File: config.mk
export PLATFORM = sky130hd
export DESIGN_NAME = sample_decimator_flat
export DESIGN_NICKNAME = d
export VERILOG_FILES = /design/src/rtl/sample_decimator_if.sv /design/src/rtl/sample_decimator.sv /design/src/flat_wrapper.sv
export SDC_FILE = /design/constraint.sdc
export NUM_CORES = 1
export LEC_CHECK = 0
export CORE_ASPECT_RATIO = 1.75
export CORE_UTILIZATION = 40
export CTS_CLUSTER_DIAMETER = 60
export CTS_CLUSTER_SIZE = 25
export DETAILED_ROUTE_END_ITERATION = 7
export GPL_ROUTABILITY_DRIVEN = 0
export HOLD_SLACK_MARGIN = 0.02
export PLACE_DENSITY_LB_ADDON = 0.12
export SLEW_MARGIN = 20
export SYNTH_ARGS = -nofsm -noshare
export SYNTH_HDL_FRONTEND = slang
export SYNTH_SLANG_ARGS = --single-unit
File: constraint.sdc
create_clock -name clk -period 2.7 [get_ports clk]
set_input_delay 0.54 -clock clk [delete_from_list [all_inputs] [get_ports clk]]
set_output_delay 0.54 -clock clk [all_outputs]
set_load 0.02 [all_outputs]
File: src/rtl/sample_decimator_if.sv
// Sample stream in, decimated FIFO stream out, plus ratio/overflow control.
// The master modport is the bench/upstream side; the slave modport is the decimator.
interface sample_decimator_if #(
  parameter int W     = 10,
  parameter int RW    = 8,
  parameter int LOG2D = 2
);
  logic                 en;
  logic signed [W-1:0]  in;
  logic [RW-1:0]        ratio;
  logic signed [W-1:0]  out_data;
  logic                 out_valid;
  logic                 out_ready;
  logic [LOG2D:0]       fill;
  logic                 overflow;
  logic                 ovf_clr;

  modport master (
    output en, in, ratio, out_ready, ovf_clr,
    input  out_data, out_valid, fill, overflow
  );

  modport slave (
    input  en, in, ratio, out_ready, ovf_clr,
    output out_data, out_valid, fill, overflow
  );
endinterface

File: src/rtl/sample_decimator.sv
// Keeps one sample in R into a first-word-fall-through FIFO; 1 clk from kept en to out_valid.
// Backpressure: out_ready=0 holds the head; a push into a full FIFO without pop is dropped and sets sticky overflow.
module sample_decimator #(
  parameter int W     = 10,
  parameter int RW    = 8,
  parameter int LOG2D = 2
) (
  input logic             clk,
  input logic             rst,
  sample_decimator_if.slave bus
);
  localparam int DEPTH = 2 ** LOG2D;

  logic [RW-1:0]        phase;
  logic [RW-1:0]        r_q;
  logic                 first_q;
  logic [RW-1:0]        ratio_eff;
  logic [RW-1:0]        r_eff;
  logic [RW:0]          phase_inc;
  logic                 wrap;
  logic                 keep;

  logic signed [W-1:0]  mem [DEPTH];
  logic [LOG2D-1:0]     wptr;
  logic [LOG2D-1:0]     rptr;
  logic [LOG2D:0]       count;
  logic                 ovf_q;
  logic                 full;
  logic                 push;
  logic                 pop;
  logic                 ovf_evt;

  assign ratio_eff = (bus.ratio == '0) ? RW'(1) : bus.ratio;
  // Until the first clock after reset release, the ratio input stands in for the R register.
  assign r_eff     = first_q ? ratio_eff : r_q;
  assign phase_inc = {1'b0, phase} + 1'b1;
  assign wrap      = phase_inc >= {1'b0, r_eff};
  assign keep      = bus.en && (phase == '0);

  assign full      = (count == (LOG2D+1)'(DEPTH));
  assign pop       = (count != '0) && bus.out_ready;
  assign push      = keep && (!full || pop);
  assign ovf_evt   = keep && full && !pop;

  always_ff @(posedge clk or negedge rst) begin
    if (!rst) begin
      phase   <= '0;
      r_q     <= RW'(1);
      first_q <= 1'b1;
    end else begin
      first_q <= 1'b0;
      if (bus.en) begin
        if (wrap) phase <= '0;
        else      phase <= phase_inc[RW-1:0];
      end
      if (first_q || (bus.en && wrap)) r_q <= ratio_eff;
    end
  end

  always_ff @(posedge clk or negedge rst) begin
    if (!rst) begin
      wptr  <= '0;
      rptr  <= '0;
      count <= '0;
      ovf_q <= 1'b0;
    end else begin
      if (push) wptr <= wptr + 1'b1;
      if (pop)  rptr <= rptr + 1'b1;
      case ({push, pop})
        2'b10:   count <= count + 1'b1;
        2'b01:   count <= count - 1'b1;
        default: count <= count;
      endcase
      if (ovf_evt)          ovf_q <= 1'b1;
      else if (bus.ovf_clr) ovf_q <= 1'b0;
    end
  end

  // Storage needs no reset: emptiness is tracked entirely by count.
  always_ff @(posedge clk) begin
    if (push) mem[wptr] <= bus.in;
  end

  assign bus.out_valid = (count != '0);
  assign bus.out_data  = (count != '0) ? mem[rptr] : '0;
  assign bus.fill      = count;
  assign bus.overflow  = ovf_q;
endmodule

File: src/flat_wrapper.sv
// flat-port wrapper written by rule: the top's interface ports become plain ports
module sample_decimator_flat 
#(
  parameter int W     = 10,
  parameter int RW    = 8,
  parameter int LOG2D = 2
)
  (clk, rst, bus_en, bus_in, bus_ratio, bus_out_ready, bus_ovf_clr, bus_out_data, bus_out_valid, bus_fill, bus_overflow);
  sample_decimator_if #(.W(W), .RW(RW), .LOG2D(LOG2D)) bus_i ();
  input logic clk;
  input logic rst;
  input wire logic [$bits(bus_i.en)-1:0] bus_en;
  input wire logic [$bits(bus_i.in)-1:0] bus_in;
  input wire logic [$bits(bus_i.ratio)-1:0] bus_ratio;
  input wire logic [$bits(bus_i.out_ready)-1:0] bus_out_ready;
  input wire logic [$bits(bus_i.ovf_clr)-1:0] bus_ovf_clr;
  output wire logic [$bits(bus_i.out_data)-1:0] bus_out_data;
  output wire logic [$bits(bus_i.out_valid)-1:0] bus_out_valid;
  output wire logic [$bits(bus_i.fill)-1:0] bus_fill;
  output wire logic [$bits(bus_i.overflow)-1:0] bus_overflow;
  assign bus_i.en = bus_en;
  assign bus_i.in = bus_in;
  assign bus_i.ratio = bus_ratio;
  assign bus_i.out_ready = bus_out_ready;
  assign bus_i.ovf_clr = bus_ovf_clr;
  assign bus_out_data = bus_i.out_data;
  assign bus_out_valid = bus_i.out_valid;
  assign bus_fill = bus_i.fill;
  assign bus_overflow = bus_i.overflow;
  sample_decimator #(.W(W), .RW(RW), .LOG2D(LOG2D)) u_core (.clk(clk), .rst(rst), .bus(bus_i));
endmodule
======== Word level (Yosys, flattened, before mapping) ========
Memories as Yosys holds them, arrays and structs flattened.
Cells that the tools add are included.
storage, ports and cells
  word-level logic and storage cells ...... 41
  output and inout port bits .............. 15
  register bits after elaboration ......... 25
  bits in latches ......................... 0
  memories ................................ 1
  memory bits (read-only) ................. 0
  memory bits (writable) .................. 40
operators by class
  reduce and logical (&&, ||, !) cells .... 15
  shifts and indexed selects .............. 0
  add/sub/neg operators ................... 5
  div/mod/pow operators ................... 0
  bitwise logic cells ..................... 0
  equal/unequal tests ..................... 3
  multipliers ............................. 0
  magnitude comparators ................... 1
  multiplexer cells ....................... 9
memories
  name        depth  bits a word  read ports  clocked after memory_dff  write ports  line                    source
  u_core.mem  4      10           1           0                         1            sample_decimator.sv:23  logic signed [W-1:0] mem [DEPTH];
operator list
  kind                                               number
  2-to-1 mux 8 bit                                   3
  logical NOT 8 bit                                  2
  2-to-1 mux 10 bit                                  1
  adder 8 x 1 -> 9 bit (second input constant)       1
  greater-or-equal comparator 9 x 8 -> 1 bit         1
  logical AND 1 bit                                  6
  one-hot mux 3 bit (2 select lines)                 1
  adder 2 x 1 -> 2 bit (second input constant)       2
  2-to-1 mux 1 bit                                   4
  nonzero test 2 bit                                 2
  adder 3 x 1 -> 3 bit (second input constant)       1
  == test 3 bit (second input constant)              1
  nonzero test 3 bit                                 1
  subtractor 3 x 1 -> 3 bit (second input constant)  1
  == test 2 x 1 -> 1 bit (second input constant)     1
  == test 2 bit (second input constant)              1
  logical NOT 1 bit                                  2
  logical OR 1 bit                                   2

======== Longest topological paths before layout ========
  word-level depth ........................ 6
  gate-level depth with buffers ........... 12
  mapped depth without buffers ............ 11

======== Least setup slack after synthesis ========
No wires, ideal clock.
  path kind ............................... register to register
  start ................................... register u_core.phase[0]
  end ..................................... register u_core.r_q[0]
  data arrival time ....................... 2,399 ps
  cell stages (with the launch flop) ...... 12
  library setup time ...................... 111 ps
  required time ........................... 2,589 ps
  path slack .............................. 190 ps
  clock period less this slack ............ 2,510 ps
  path through ............................ dfrtp_1 -> ha_1 -> nand3_2 -> nor2_4 -> xor2_1 -> ha_1 -> a21o_1 -> a221o_1 -> a21oi_4 -> buf_6 -> nand4_1 -> o311ai_0
between the ends
  word-level cells in the longest chain between the ends .. 4
RTL lines
  what                                        line                    source
  from (decl)                                 sample_decimator.sv:14  logic [RW-1:0] phase;
  from (signal assigned)                      sample_decimator.sv:54  else phase <= phase_inc[RW-1:0];
  adder 8 x 1 -> 9 bit                        sample_decimator.sv:36  assign phase_inc = {1'b0, phase} + 1'b1;
  greater-or-equal comparator 9 x 8 -> 1 bit  sample_decimator.sv:37  assign wrap = phase_inc >= {1'b0, r_eff};
  logical AND 1 bit                           sample_decimator.sv:56  if (first_q || (bus.en && wrap)) r_q <= ratio_eff;
  logical OR 1 bit                            sample_decimator.sv:56
  to (signal assigned)                        sample_decimator.sv:56
  to (decl)                                   sample_decimator.sv:15  logic [RW-1:0] r_q;
Every way passes these cells.
A chain may end at the register's enable or synchronous reset.

======== Worst setup path in the final report ========
  start ................................... input port bus_ratio[6]
  end ..................................... register u_core.r_q[0]
between the ends
  word-level cells in the longest chain between the ends .. 6
RTL lines
  what                                        line                    source
  from (decl)                                 flat_wrapper.sv:14      input wire logic [$bits(bus_i.ratio)-1:0] bus_ratio;
  logical NOT 8 bit                           sample_decimator.sv:33  assign ratio_eff = (bus.ratio == '0) ? RW'(1) : bus.ratio;
  2-to-1 mux 8 bit *                          sample_decimator.sv:33
  2-to-1 mux 8 bit                            sample_decimator.sv:35  assign r_eff = first_q ? ratio_eff : r_q;
  greater-or-equal comparator 9 x 8 -> 1 bit  sample_decimator.sv:37
  logical AND 1 bit                           sample_decimator.sv:56
  logical OR 1 bit                            sample_decimator.sv:56
Every way passes the cells marked *; elsewhere a longest branch is shown, timed or not.

==> flow_summary.json <==
{
  "cp_max_fo": 6,
  "core_um2": 7960,
  "drt_iter0_markers": 207,
  "cts_hold_buf": 0,
  "p_per_area_nw_per_um2": 1010,
  "fin_cells": 432,
  "die_area_um2": 8660,
  "path_clk_slew_ns": 0.05,
  "cts_tree": "yes",
  "cp-start-kind": "input port",
  "clkLatencyLatePin_ns": 0.33,
  "ant_nets": 0,
  "grt_overflow": 0,
  "firstDrtPassIters": 6,
  "setup_tns_ns": 0,
  "max_clock_freq_mhz": 378,
  "vias": 2324,
  "async_flop_share": 0.385,
  "yosys.area.top_type": "edfxtp_1",
  "syn_inst": 265,
  "clock_skew_ns": 0.00442,
  "status": "finished with violations",
  "via_per_inst": 5.38,
  "die_h_um": 122,
  "synth_top_area_frac": 0.363,
  "setup_viol": 0,
  "ios": 38,
  "vdd_drop_max_v": 0.000428,
  "final_common_cell": "edfxtp_1",
  "yosys-top-cells-area": "edfxtp_1, dfrtp_1, mux4_2",
  "initial_core_util": 0.416,
  "r2r_slack_ns": 0.06,
  "ctsHtreeMaxLevel": 3,
  "yosysSeqAreaShare": 0.553,
  "finalCritPeriodShare": 0.980,
  "clock_path_buffers": 2,
  "final_cell_mix": "edfxtp_1, clkdlybuf4s50_1, nand2_1",
  "wl_um": 7240,
  "critical_path_class": "input port to flop",
  "hold_violations": 0,
  "row_count": 43,
  "final_util": 0.568,
  "end_kind": "flop",
  "synth_ff_type": "edfxtp_1",
  "grt.total_usage": 0.179,
  "cp_data_arrival_time_ns": 2.86,
  "clock-sinks": 65,
  "synth_warnings": 0,
  "finalNetCount": 376,
  "p_leak_nw": 1.77,
  "place_hpwl_um": 4960,
  "synth_edf_count": 40,
  "grt_max_degree": 33,
  "post_drt_wl_per_cell_um": 16.7,
  "die_w_um": 70.8,
  "nFillCells": 675,
  "avgSynthCellArea_um2": 12.5,
  "failed_checks": "DRC",
  "layout_min_cycle_time_ns": 2.65,
  "rsz0062_at_grt": "true",
  "area_delta_synth_final_pct": 36.6,
  "drt_drc_violations_left": 6,
  "cp.required_ns": 2.92,
  "synth-seq-cells": 65,
  "dp_cells": 411,
  "hold_class": "flop to flop",
  "antenna_cells": 0,
  "antenna_found_initial": 0,
  "grt_pass1_vias": 2349,
  "setup_ws_ns": 0.0549,
  "drive_gt1_frac": 0.254,
  "ys_types": 51,
  "finalMaxSlewViolations": 0,
  "grt_pass1_wl_um": 11400,
  "syn-cell-area_um2": 3310,
  "drv_cap": 0,
  "numPortBuffers": 37,
  "dpl_worst_slack_ns": -0.182,
  "clockRootBuffer": "clkbuf_16",
  "syn_nets": 304,
  "cts_buffers": 9
}
==> cells by family after synthesis <==
| family | Yosys count | share of synthesized area |
|---|---|---|
| xor+xnor | 12 | 0.0318 |
| buf+inv | 26 | 0.0352 |
| simple gates | 89 | 0.152 |
| compound gates | 45 | 0.0926 |
| other cells | 1 | 0.00113 |
| flops | 65 | 0.553 |
| mux | 11 | 0.0715 |
| fa+ha+maj | 16 | 0.0628 |
==> path summary, 6_finish.rpt <==
| check | endpoint | cells past startpoint | from |
|---|---|---|---|
| worst max register to register | u_core.r_q[0] | 11 | u_core.phase[0] |
| max in group asynchronous | u_core.r_q[0] | 2 | rst |
| worst max-delay path | u_core.r_q[0] | 11 | bus_ratio[6] |
| worst min-delay path | u_core.bus.fill[2] | 1 | u_core.bus.fill[2] |
| worst min register to register | u_core.bus.fill[2] | 1 | u_core.bus.fill[2] |
| min in group asynchronous | u_core.r_q[5] | 2 | rst |
==> registers in the layout, indices dropped and copies added (netlist names) <==
register,cells
u_core.bus.overflow,1
u_core.wptr,2
u_core.rptr,2
u_core.r_q,8
u_core.mem,40
u_core.bus.fill,3
u_core.phase,8
u_core.first_q,1
==> cell usage after synthesis (5+ instances only) <==
cell type  count
edfxtp_1      40
nand2_1       34
dfrtp_1       23
and2_1        22
ha_1          15
o21ai_0       14
inv_1         10
mux4_2        10
nand4_1       10
a31oi_1        7
o211ai_1       7
xnor2_1        7
clkbuf_1       6
buf_2          5
xor2_1         5
==> layout make-up <==
type,count,area (µm²),share of cell area
clock inverters,7,118,0.0260
multi-input cells,174,1410,0.313
clock buffers,9,225,0.0498
inverters,12,48.8,0.0108
repair buffers,75,769,0.170
well taps,90,113,0.0249
flip-flops and latches,65,1830,0.405
==> per-layer routing <==
layer	global-route usage	share of wire	vias up
met3	0.0419	0.035	16
met5	0	0	-
met4	0.0750	0.024	0
met1	0.177	0.37	1132
met2	0.349	0.57	57
li1	-	-	1119
==> power breakdown <==
part           internal [mW]  leakage (nW)  switching (mW)  total [mW]
sequential              1.24         0.659           0.142        1.38
clock                  0.900         0.160           0.418        1.32
combinational          0.971         0.954           0.895        1.87
total                   3.11          1.77            1.45        4.56
==> worst max-delay path: stages <==
cell,delay (ns)
clkdlybuf4s50_1,0.49
buf_4,0.12
nand2_1,0.05
and2_1,0.14
ha_1,0.31
a21o_1,0.17
a221o_1,0.37
a21oi_4,0.28
buf_12,0.17
nand4_1,0.10
o311ai_1,0.12
==> timing repair <==
item / CTS / global route
gates cloned: 0 / 2
resized for setup: 1 / 21
endpoints found under the hold margin: 0 / 0
endpoints found under the setup margin: 2 / 22
pin swaps: 0 / 10
buffers inserted: 0 / 3
==> metrics by stage <==
| step | hold slack [ns] | cell area (µm²) | power [mW] |
|---|---|---|---|
| after floorplan | 0.244 | 3310 | 2.44 |
| after global placement | 0.487 | 4030 | 3.08 |
| final | 0.515 | 4520 | 4.56 |
| after CTS | 0.513 | 4380 | 4.48 |
| after detailed placement | 0.506 | 4030 | 3.11 |
| after global routing | 0.546 | 4520 | 4.83 |
No activity file was read; power rests on OpenSTA's default activity.
